`config.mk`:
```
export PLATFORM = sky130hd
export DESIGN_NAME = memy_req_ctrl_flat
export DESIGN_NICKNAME = d
export VERILOG_FILES = /design/src/rtl/memy_req_ctrl_if.sv /design/src/rtl/memy_req_ctrl.sv /design/src/flat_wrapper.sv
export SDC_FILE = /design/constraint.sdc
export NUM_CORES = 1
export LEC_CHECK = 0
export CAP_MARGIN = 5
export CELL_PAD_IN_SITES_DETAIL_PLACEMENT = 1
export CELL_PAD_IN_SITES_GLOBAL_PLACEMENT = 2
export CORE_AREA = 2 2 110 91
export CTS_CLUSTER_SIZE = 12
export DETAILED_ROUTE_END_ITERATION = 12
export DIE_AREA = 0 0 112 93
export DONT_BUFFER_PORTS = 1
export GPL_TIMING_DRIVEN = 1
export PLACE_DENSITY_LB_ADDON = 0.25
export SYNTH_ARGS = -nofsm -noshare
export SYNTH_HDL_FRONTEND = slang
export SYNTH_SLANG_ARGS = --single-unit
```
`constraint.sdc`:
```
create_clock -name clk -period 4.5 [get_ports clk]
set_clock_uncertainty 0.1 [all_clocks]
set_input_delay 1.125 -clock clk [delete_from_list [all_inputs] [get_ports clk]]
set_output_delay 1.125 -clock clk [all_outputs]
set_load 0.01 [all_outputs]
```
`src/rtl/memy_req_ctrl_if.sv`:
```
// Request/response channels A and B between the CPU datapath and the
// Y-memory request controller.
interface memy_req_ctrl_if #(
    parameter int unsigned W = 16
);
    logic         a_valid;
    logic         a_ready;
    logic         a_we;
    logic [W-1:0] a_addr;
    logic [W-1:0] a_wdata;
    logic         a_rsp_valid;
    logic         a_rsp_err;
    logic [W-1:0] a_rsp_rdata;

    logic         b_valid;
    logic         b_ready;
    logic         b_we;
    logic [W-1:0] b_addr;
    logic [W-1:0] b_wdata;
    logic         b_rsp_valid;
    logic         b_rsp_err;
    logic [W-1:0] b_rsp_rdata;

    modport master (
        output a_valid, a_we, a_addr, a_wdata,
        input  a_ready, a_rsp_valid, a_rsp_err, a_rsp_rdata,
        output b_valid, b_we, b_addr, b_wdata,
        input  b_ready, b_rsp_valid, b_rsp_err, b_rsp_rdata
    );

    modport slave (
        input  a_valid, a_we, a_addr, a_wdata,
        output a_ready, a_rsp_valid, a_rsp_err, a_rsp_rdata,
        input  b_valid, b_we, b_addr, b_wdata,
        output b_ready, b_rsp_valid, b_rsp_err, b_rsp_rdata
    );
endinterface

```
`src/rtl/memy_req_ctrl.sv`:
```
// Y-memory request controller: maps channel A to RAM port x and B to port y,
// defers B by one cycle on same-address hazards, range-checks addresses.
module memy_req_ctrl #(
    parameter int unsigned W     = 16,
    parameter int unsigned DEPTH = 256,
    parameter int unsigned CW    = 16
) (
    input  logic          clk,
    input  logic          rst_n,
    memy_req_ctrl_if.slave req,
    output logic [W-1:0]  ram_addr_x,
    output logic [W-1:0]  ram_data_x,
    output logic          ram_we_x,
    input  logic [W-1:0]  ram_q_x,
    output logic [W-1:0]  ram_addr_y,
    output logic [W-1:0]  ram_data_y,
    output logic          ram_we_y,
    input  logic [W-1:0]  ram_q_y,
    output logic [CW-1:0] conflict_cnt
);
    typedef enum logic {
        ST_RUN,
        ST_HOLD
    } state_t;

    localparam logic [W:0] DEPTH_W = (W+1)'(DEPTH);

    state_t       state;
    state_t       state_nxt;
    logic         held_we;
    logic [W-1:0] held_addr;
    logic [W-1:0] held_wdata;

    logic a_acc, b_acc, a_in, b_in, conflict, hold_issue;
    logic a_rv_q, a_err_q, a_rd_q;
    logic b_rv_q, b_err_q, b_rd_q;

    assign a_in = {1'b0, req.a_addr} < DEPTH_W;
    assign b_in = {1'b0, req.b_addr} < DEPTH_W;

    always_comb begin
        state_nxt   = state;
        req.a_ready = 1'b0;
        req.b_ready = 1'b0;
        ram_addr_x  = '0;
        ram_data_x  = '0;
        ram_we_x    = 1'b0;
        ram_addr_y  = '0;
        ram_data_y  = '0;
        ram_we_y    = 1'b0;
        a_acc       = 1'b0;
        b_acc       = 1'b0;
        conflict    = 1'b0;
        hold_issue  = 1'b0;
        // Gating with rst_n keeps RAM strobes and ready low during reset even in HOLD
        if (rst_n) begin
            case (state)
                ST_RUN: begin
                    req.a_ready = 1'b1;
                    req.b_ready = 1'b1;
                    a_acc       = req.a_valid;
                    b_acc       = req.b_valid;
                    conflict    = a_acc && b_acc && a_in && b_in &&
                                  (req.a_addr == req.b_addr) && (req.a_we || req.b_we);
                    if (a_acc && a_in) begin
                        ram_addr_x = req.a_addr;
                        ram_data_x = req.a_wdata;
                        ram_we_x   = req.a_we;
                    end
                    if (b_acc && b_in && !conflict) begin
                        ram_addr_y = req.b_addr;
                        ram_data_y = req.b_wdata;
                        ram_we_y   = req.b_we;
                    end
                    if (conflict) state_nxt = ST_HOLD;
                end
                ST_HOLD: begin
                    hold_issue = 1'b1;
                    ram_addr_y = held_addr;
                    ram_data_y = held_wdata;
                    ram_we_y   = held_we;
                    state_nxt  = ST_RUN;
                end
                default: state_nxt = ST_RUN;
            endcase
        end
    end

    always_ff @(posedge clk) begin
        if (!rst_n) begin
            state        <= ST_RUN;
            held_we      <= 1'b0;
            held_addr    <= '0;
            held_wdata   <= '0;
            conflict_cnt <= '0;
            a_rv_q       <= 1'b0;
            a_err_q      <= 1'b0;
            a_rd_q       <= 1'b0;
            b_rv_q       <= 1'b0;
            b_err_q      <= 1'b0;
            b_rd_q       <= 1'b0;
        end else begin
            state <= state_nxt;
            if (conflict) begin
                held_we    <= req.b_we;
                held_addr  <= req.b_addr;
                held_wdata <= req.b_wdata;
                if (conflict_cnt != '1) conflict_cnt <= conflict_cnt + CW'(1);
            end
            a_rv_q  <= a_acc;
            a_err_q <= a_acc && !a_in;
            a_rd_q  <= a_acc && a_in && !req.a_we;
            // A deferred B answers from the HOLD cycle, not its accept cycle
            b_rv_q  <= (b_acc && !conflict) || hold_issue;
            b_err_q <= b_acc && !b_in;
            b_rd_q  <= (b_acc && b_in && !req.b_we && !conflict) || (hold_issue && !held_we);
        end
    end

    assign req.a_rsp_valid = a_rv_q;
    assign req.a_rsp_err   = a_err_q;
    assign req.a_rsp_rdata = a_rd_q ? ram_q_x : '0;
    assign req.b_rsp_valid = b_rv_q;
    assign req.b_rsp_err   = b_err_q;
    assign req.b_rsp_rdata = b_rd_q ? ram_q_y : '0;

endmodule

```
`src/flat_wrapper.sv`:
```
// flat-port wrapper written by rule: the top's interface ports become plain ports
module memy_req_ctrl_flat 
#(
    parameter int unsigned W     = 16,
    parameter int unsigned DEPTH = 256,
    parameter int unsigned CW    = 16
)
  (clk, rst_n, ram_addr_x, ram_data_x, ram_we_x, ram_q_x, ram_addr_y, ram_data_y, ram_we_y, ram_q_y, conflict_cnt, req_a_valid, req_a_we, req_a_addr, req_a_wdata, req_a_ready, req_a_rsp_valid, req_a_rsp_err, req_a_rsp_rdata, req_b_valid, req_b_we, req_b_addr, req_b_wdata, req_b_ready, req_b_rsp_valid, req_b_rsp_err, req_b_rsp_rdata);
  memy_req_ctrl_if #(.W(W)) req_i ();
  input  logic clk;
  input  logic rst_n;
  output logic [W-1:0] ram_addr_x;
  output logic [W-1:0] ram_data_x;
  output logic ram_we_x;
  input  logic [W-1:0] ram_q_x;
  output logic [W-1:0] ram_addr_y;
  output logic [W-1:0] ram_data_y;
  output logic ram_we_y;
  input  logic [W-1:0] ram_q_y;
  output logic [CW-1:0] conflict_cnt;
  input wire logic [$bits(req_i.a_valid)-1:0] req_a_valid;
  input wire logic [$bits(req_i.a_we)-1:0] req_a_we;
  input wire logic [$bits(req_i.a_addr)-1:0] req_a_addr;
  input wire logic [$bits(req_i.a_wdata)-1:0] req_a_wdata;
  output wire logic [$bits(req_i.a_ready)-1:0] req_a_ready;
  output wire logic [$bits(req_i.a_rsp_valid)-1:0] req_a_rsp_valid;
  output wire logic [$bits(req_i.a_rsp_err)-1:0] req_a_rsp_err;
  output wire logic [$bits(req_i.a_rsp_rdata)-1:0] req_a_rsp_rdata;
  input wire logic [$bits(req_i.b_valid)-1:0] req_b_valid;
  input wire logic [$bits(req_i.b_we)-1:0] req_b_we;
  input wire logic [$bits(req_i.b_addr)-1:0] req_b_addr;
  input wire logic [$bits(req_i.b_wdata)-1:0] req_b_wdata;
  output wire logic [$bits(req_i.b_ready)-1:0] req_b_ready;
  output wire logic [$bits(req_i.b_rsp_valid)-1:0] req_b_rsp_valid;
  output wire logic [$bits(req_i.b_rsp_err)-1:0] req_b_rsp_err;
  output wire logic [$bits(req_i.b_rsp_rdata)-1:0] req_b_rsp_rdata;
  assign req_i.a_valid = req_a_valid;
  assign req_i.a_we = req_a_we;
  assign req_i.a_addr = req_a_addr;
  assign req_i.a_wdata = req_a_wdata;
  assign req_a_ready = req_i.a_ready;
  assign req_a_rsp_valid = req_i.a_rsp_valid;
  assign req_a_rsp_err = req_i.a_rsp_err;
  assign req_a_rsp_rdata = req_i.a_rsp_rdata;
  assign req_i.b_valid = req_b_valid;
  assign req_i.b_we = req_b_we;
  assign req_i.b_addr = req_b_addr;
  assign req_i.b_wdata = req_b_wdata;
  assign req_b_ready = req_i.b_ready;
  assign req_b_rsp_valid = req_i.b_rsp_valid;
  assign req_b_rsp_err = req_i.b_rsp_err;
  assign req_b_rsp_rdata = req_i.b_rsp_rdata;
  memy_req_ctrl #(.W(W), .DEPTH(DEPTH), .CW(CW)) u_core (.clk(clk), .rst_n(rst_n), .req(req_i), .ram_addr_x(ram_addr_x), .ram_data_x(ram_data_x), .ram_we_x(ram_we_x), .ram_q_x(ram_q_x), .ram_addr_y(ram_addr_y), .ram_data_y(ram_data_y), .ram_we_y(ram_we_y), .ram_q_y(ram_q_y), .conflict_cnt(conflict_cnt));
endmodule
```
### Word-level counts from Yosys, hierarchy flattened

Index checks and enable logic that the tools add are counted.
Widths: inputs -> output; s select.

| operators by class | value |
|---|---|
| reductions and logical operators | 28 |
| bitwise logic cells | 1 |
| add/sub/neg operators | 1 |
| multiplexer cells | 32 |
| order comparisons | 2 |
| equality and inequality tests | 2 |

Operator list:

| operator | number |
|---|---|
| $mux 16 | 12 |
| $pmux 16 s2 | 2 |
| $lt 16x9->1 const B | 2 |
| $logic_and 1x1->1 | 17 |
| $add 16x1->16 const B | 1 |
| $eq 16x16->1 | 1 |
| $mux 1 | 16 |
| $ne 16x16->1 const B | 1 |
| $logic_not 1->1 | 7 |
| $pmux 1 s2 | 2 |
| $logic_or 1x1->1 | 3 |
| $reduce_and 2->1 | 1 |
| $not 1->1 | 1 |

| storage, ports and cells | value |
|---|---|
| register bits after elaboration | 56 |
| bits of input ports | 102 |
| logic and storage cells | 77 |
| output and inout bits | 120 |

### Longest topological paths before layout

Gate-level depths: netlist (run 1).

| logic depth | value |
|---|---|
| depth in word-level cells | 10 |
| gate-level depth with buffers | 8 |
| gate-level depth less buffers | 6 |

### Worst setup path before layout (run 1)

No wires, ideal clock.

| timing | value |
|---|---|
| path type | input -> output |
| start point | input req_b_addr[14] |
| end point | output ram_addr_y[0] |
| stages on the path | 7 |
| path buffers | 1 |
| arrival time | 2.573 ns |
| setup slack | 0.702 ns |
| required time | 3.275 ns |
| cell sequence | xor2_1 > nor4_2 > nand3_2 > o211ai_1 > nor2_1 > clkbuf_1 > a22o_1 |

| between the ends | value |
|---|---|
| longest elaborated chain between the ends | 9 |
| elaborated cells on any way between the ends | 11 |
| classes of those cells | order compare (1); eq/ne (1); mux (3); reduce/logical (6) |

Ends and longest elaborated chain:

| element | RTL line | text |
|---|---|---|
| start: declaration | flat_wrapper.sv:31 | `input wire logic [$bits(req_i.b_addr)-1:0] req_b_addr;` |
| $lt 16x9->1 | memy_req_ctrl.sv:39 | `assign b_in = {1'b0, req.b_addr} < DEPTH_W;` |
| $logic_and 1x1->1 (2 in a row) | memy_req_ctrl.sv:63 | `conflict = a_acc && b_acc && a_in && b_in &&` |
| $logic_and 1x1->1 | memy_req_ctrl.sv:64 | `(req.a_addr == req.b_addr) && (req.a_we \|\| req.b_we);` |
| $logic_not 1->1 | memy_req_ctrl.sv:70 | `if (b_acc && b_in && !conflict) begin` |
| $logic_and 1x1->1 * | memy_req_ctrl.sv:70 |  |
| $mux 16 * | memy_req_ctrl.sv:70 |  |
| $pmux 16 s2 * | memy_req_ctrl.sv:57 | `case (state)` |
| $mux 16 * | memy_req_ctrl.sv:56 | `if (rst_n) begin` |
| end: declaration | flat_wrapper.sv:16 | `output logic [W-1:0] ram_addr_y;` |

Every way passes the cells marked *; elsewhere a longest branch is shown, timed or not.

### Final worst setup path (run 1)

| timing | value |
|---|---|
| start point | input req_b_addr[5] |
| end point | output ram_we_y |

| between the ends | value |
|---|---|
| longest elaborated chain between the ends | 9 |
| elaborated cells on any way between the ends | 11 |
| classes of those cells | order compare (1); eq/ne (1); mux (3); reduce/logical (6) |

Ends and longest elaborated chain:

| element | RTL line | text |
|---|---|---|
| $lt 16x9->1 | memy_req_ctrl.sv:39 |  |
| $logic_and 1x1->1 (2 in a row) | memy_req_ctrl.sv:63 |  |
| $logic_and 1x1->1 | memy_req_ctrl.sv:64 |  |
| $logic_not 1->1 | memy_req_ctrl.sv:70 |  |
| $logic_and 1x1->1 * | memy_req_ctrl.sv:70 |  |
| $mux 1 * | memy_req_ctrl.sv:70 |  |
| $pmux 1 s2 * | memy_req_ctrl.sv:57 |  |
| $mux 1 * | memy_req_ctrl.sv:56 |  |
| end: declaration | flat_wrapper.sv:18 | `output logic ram_we_y;` |

Marks and branches as above.

==> results of run 1 <==
==> where the power goes <==
part | internal [W] | total [W] | switching, W
sequential | 0.000497 | 0.000499 | 0.00000229
combinational | 0.0000134 | 0.0000384 | 0.0000250
clock | 0.000222 | 0.000402 | 0.000179
total | 0.000733 | 0.000939 | 0.000207
==> layout by cell type (no fill, tap or decap), drive strengths merged, types with 2 or more instances in the layout <==
cell type,n
and2,61
nand2,63
buf,7
a22o,25
mux2i,4
dfxtp,56
o31ai,2
clkbuf,7
o21ai,10
nor4,8
nand4,4
a21oi,37
xor2,16
nor2b,3
or4,3
conb,8
nand3,9
or3,13
inv,6
and3,18
nor3,8
nor2,11
==> layout make-up <==
class                   instances  area, um^2  area share, %
clock buffers                   7         143           4.29
clock inverters                 1        7.51          0.226
inverters                       6        22.5          0.678
multi-input cells             309        1830           55.0
flip-flops and latches         56        1120           33.7
well taps                     119         149           4.48
repair buffers                  7        52.6           1.58
==> logic make-up (layout without fill, tap and decap cells) <==
| kind of cell | after synthesis | in the layout | synth area share [%] |
|---|---|---|---|
| AO/OA/AOI/OAI | 78 | 78 | 16.2 |
| XOR/XNOR | 16 | 16 | 4.51 |
| adder cells (fa/ha/maj) | 1 | 1 | 0.403 |
| buffers and inverters | 39 | 21 | 6.09 |
| flip-flops | 56 | 56 | 36.1 |
| multiplexers | 4 | 4 | 1.29 |
| other | 1 | 8 | 0.121 |
| AND/OR/NAND/NOR | 202 | 202 | 35.2 |
==> critical path, delay by kind of cell <==
kind	cells	cell delay [ps]
AND/OR/NAND/NOR	3	1120
XOR/XNOR	1	250
AO/OA/AOI/OAI	2	510
==> worst max path at each step <==
stage / slack [ps] / cells past startpoint / to / start
after floorplan: 700 / 7 / ram_addr_y[0] / req_b_addr[14]
after global placement: 230 / 6 / ram_we_y / req_b_addr[5]
after detailed placement: 200 / 6 / ram_we_y / req_b_addr[5]
after CTS: 200 / 6 / ram_we_y / req_b_addr[5]
after global routing: 90 / 6 / ram_we_y / req_b_addr[5]
final: 260 / 6 / ram_we_y / req_b_addr[5]
==> through the flow <==
stage               worst slack (ps)  hold WS [ps]  cells  instance area (um^2)  power [W]
floorplan                        702           324    404                  3130   0.000548
global placement                 234           339    497                  3170   0.000550
detailed placement               198           348    497                  3170   0.000550
CTS                              199           359    505                  3320   0.000957
global route                    89.6           377    505                  3320   0.000971
finish                           259           358    505                  3320   0.000939
==> synthesized netlist by cell type <==
| library cell | n | area (um^2) |
|---|---|---|
| buf_6 | 1 | 11.3 |
| o32ai_1 | 1 | 8.76 |
| a22o_1 | 25 | 219 |
| buf_4 | 9 | 67.6 |
| dfxtp_1 | 56 | 1120 |
| nor2b_1 | 3 | 18.8 |
| or3_1 | 13 | 81.3 |
| nor4_4 | 1 | 21.3 |
| o31ai_1 | 2 | 15.0 |
| o21ai_1 | 8 | 40.0 |
| mux2i_1 | 4 | 40.0 |
| nor4_2 | 1 | 12.5 |
| or4_1 | 2 | 15.0 |
| and3_1 | 18 | 113 |
| o211ai_1 | 1 | 7.51 |
| nand3_2 | 1 | 10.0 |
| buf_2 | 1 | 5.00 |
| and2_1 | 61 | 382 |
| nand3_1 | 8 | 40.0 |
| or4_4 | 1 | 11.3 |
| nor3_1 | 8 | 40.0 |
| nor4_1 | 6 | 37.5 |
| a21oi_1 | 37 | 185 |
| a2111oi_1 | 1 | 10.0 |
| nand2_1 | 63 | 236 |
| ha_1 | 1 | 12.5 |
| inv_1 | 4 | 15.0 |
| conb_1 | 1 | 3.75 |
| a311oi_1 | 1 | 8.76 |
| nand4_1 | 4 | 25.0 |
| buf_1 | 1 | 3.75 |
| nor2_1 | 11 | 41.3 |
| inv_2 | 2 | 7.51 |
| clkbuf_1 | 21 | 78.8 |
| o21ai_0 | 2 | 10.0 |
| xor2_1 | 16 | 140 |
| and4_1 | 1 | 8.76 |
==> registers in the layout, indices dropped and copies added (netlist names) <==
register and count:
u_core.conflict_cnt 16, u_core.held_addr 16, u_core.held_wdata 16, u_core.a_rd_q 1
u_core.b_rd_q 1, u_core.held_we 1, u_core.req.a_rsp_err 1, u_core.req.a_rsp_valid 1
u_core.req.b_rsp_err 1, u_core.req.b_rsp_valid 1, u_core.state 1
==> routing by layer <==
layer | GRT usage, % | wire length [um] | part of all wire [%]
met1 | 22.5 | 4280 | 44
met2 | 29.6 | 4760 | 49
met3 | 4.47 | 637 | 6.5
met4 | 3.05 | 59 | 0.61
met5 | 0 | 0 | 0
==> results.sh, run 1 <==
export IMPL_antenna_found_initial=0
export IMPL_worst_path_max_delay_cell="nor2_2"
export IMPL_startpoint_type="input port"
export IMPL_drc=0
export IMPL_synthesis_instances=397
export IMPL_initial_core_util_pct=33.1
export IMPL_grt_total_usage_pct=17.3
export IMPL_grt_pass1_wl_um=14500
export IMPL_post_route_period_util_pct=94.2
export IMPL_utilization_pct=35.5
export IMPL_cts_buffers=5
export IMPL_r2r_cells=6
export IMPL_postCtsSetupRepairBufs=0
export IMPL_grt_max_degree=40
export IMPL_synth_seq_cells=56
export IMPL_rsz0062_at_grt="false"
export IMPL_cap_viol_max_count=0
export IMPL_diodes=0
export IMPL_endpoint_kind="output pin"
export IMPL_final_nets=488
export IMPL_ys_seq_area_share_pct=36.1
export IMPL_postCtsHoldBufs=0
export IMPL_ioPinCount=222
export IMPL_via_per_inst=5.41
export IMPL_setup_worst_path_class="input port to output pin"
export IMPL_tightest_slew_ps=1170
export IMPL_clk_insertion_delay_late_ps=290
export IMPL_synth_area_um2=3100
export IMPL_drt_iter0_markers=77
export IMPL_cp_max_fo=25
export IMPL_cts_sinks=56
export IMPL_crit_required_ps=3270
export IMPL_power_density_nw_per_um2=283
export IMPL_setup_violations_final=0
export IMPL_core_um2=9370
export IMPL_grt_overflow=0
export IMPL_hpwl_um=7440
export IMPL_ant_nets=0
export IMPL_die_w_um=112
export IMPL_row_count=32
export IMPL_cp_arrival_ps=3020
export IMPL_worstReg2RegEnd="u_core.conflict_cnt[15]$_SDFFE_PN0P_"
export IMPL_rrSetupSlack_ps=2080
export IMPL_fp_dieH_um=93
export IMPL_layout_min_cycle_time_ps=4240
export IMPL_vias=2733
export IMPL_die_area_um2=10400
export IMPL_io_buffer_count=0
export IMPL_cts_tree="yes"
export IMPL_fill_cells=1128
export IMPL_holdPathEnd="u_core.held_addr[7]$_SDFFE_PN0P_"
export IMPL_max_clock_freq_mhz=236
export IMPL_max_stage_delay_ps=910
export IMPL_status="finished, final reports clean"
export IMPL_setup_tns_final_ps=0
export IMPL_slew_violations=0
export IMPL_area_growth_pct=7.05
export IMPL_synth_cell_types=37
export IMPL_hold_viol=0
export IMPL_h_tree_depth=2
export IMPL_gp_congestion=0.719
export IMPL_cts_resized=0
export IMPL_layout_drive_gt1_share_pct=5.70
export IMPL_clkTransAtPathRegs_ps=70
export IMPL_routedWlPerCell_um=19.3
export IMPL_wirelength_um=9730
export IMPL_grt_pass1_vias=2639
export IMPL_clock_path_buffers=2
export IMPL_ys_warn_count=0
export IMPL_p_leak_nw=1.21
export IMPL_relSlewSlack_pct=22.0
export IMPL_postSynthAreaPerCell_um2=7.82
export IMPL_cts_root_buffer_cell="clkbuf_16"
export IMPL_hp_class="flip-flop to flip-flop"
export IMPL_max_vdd_ir_drop_mv=0.158
export IMPL_firstDrtPassIters=4
export IMPL_crit_path_cell_trace="xor2_1, nor4_4, nand3_2, o211ai_1, nor2_2, a22o_1"
export IMPL_min_path_cells=2
export IMPL_r2r_start="u_core.state$_SDFF_PN0_"
export IMPL_min_from="u_core.held_addr[7]$_SDFFE_PN0P_"
Power figures use the tool's default switching activity.
==> run 2, diff against run 1 <==
--- a/config.mk
+++ b/config.mk
@@ -5,7 +5,6 @@
 export SDC_FILE = /design/constraint.sdc
 export NUM_CORES = 1
 export LEC_CHECK = 0
-export CAP_MARGIN = 5
 export CELL_PAD_IN_SITES_DETAIL_PLACEMENT = 1
 export CELL_PAD_IN_SITES_GLOBAL_PLACEMENT = 2
 export CORE_AREA = 2 2 110 91
==> results of run 2 <==
Same layout as run 1: the final DEF is identical, and so are final timing and power.
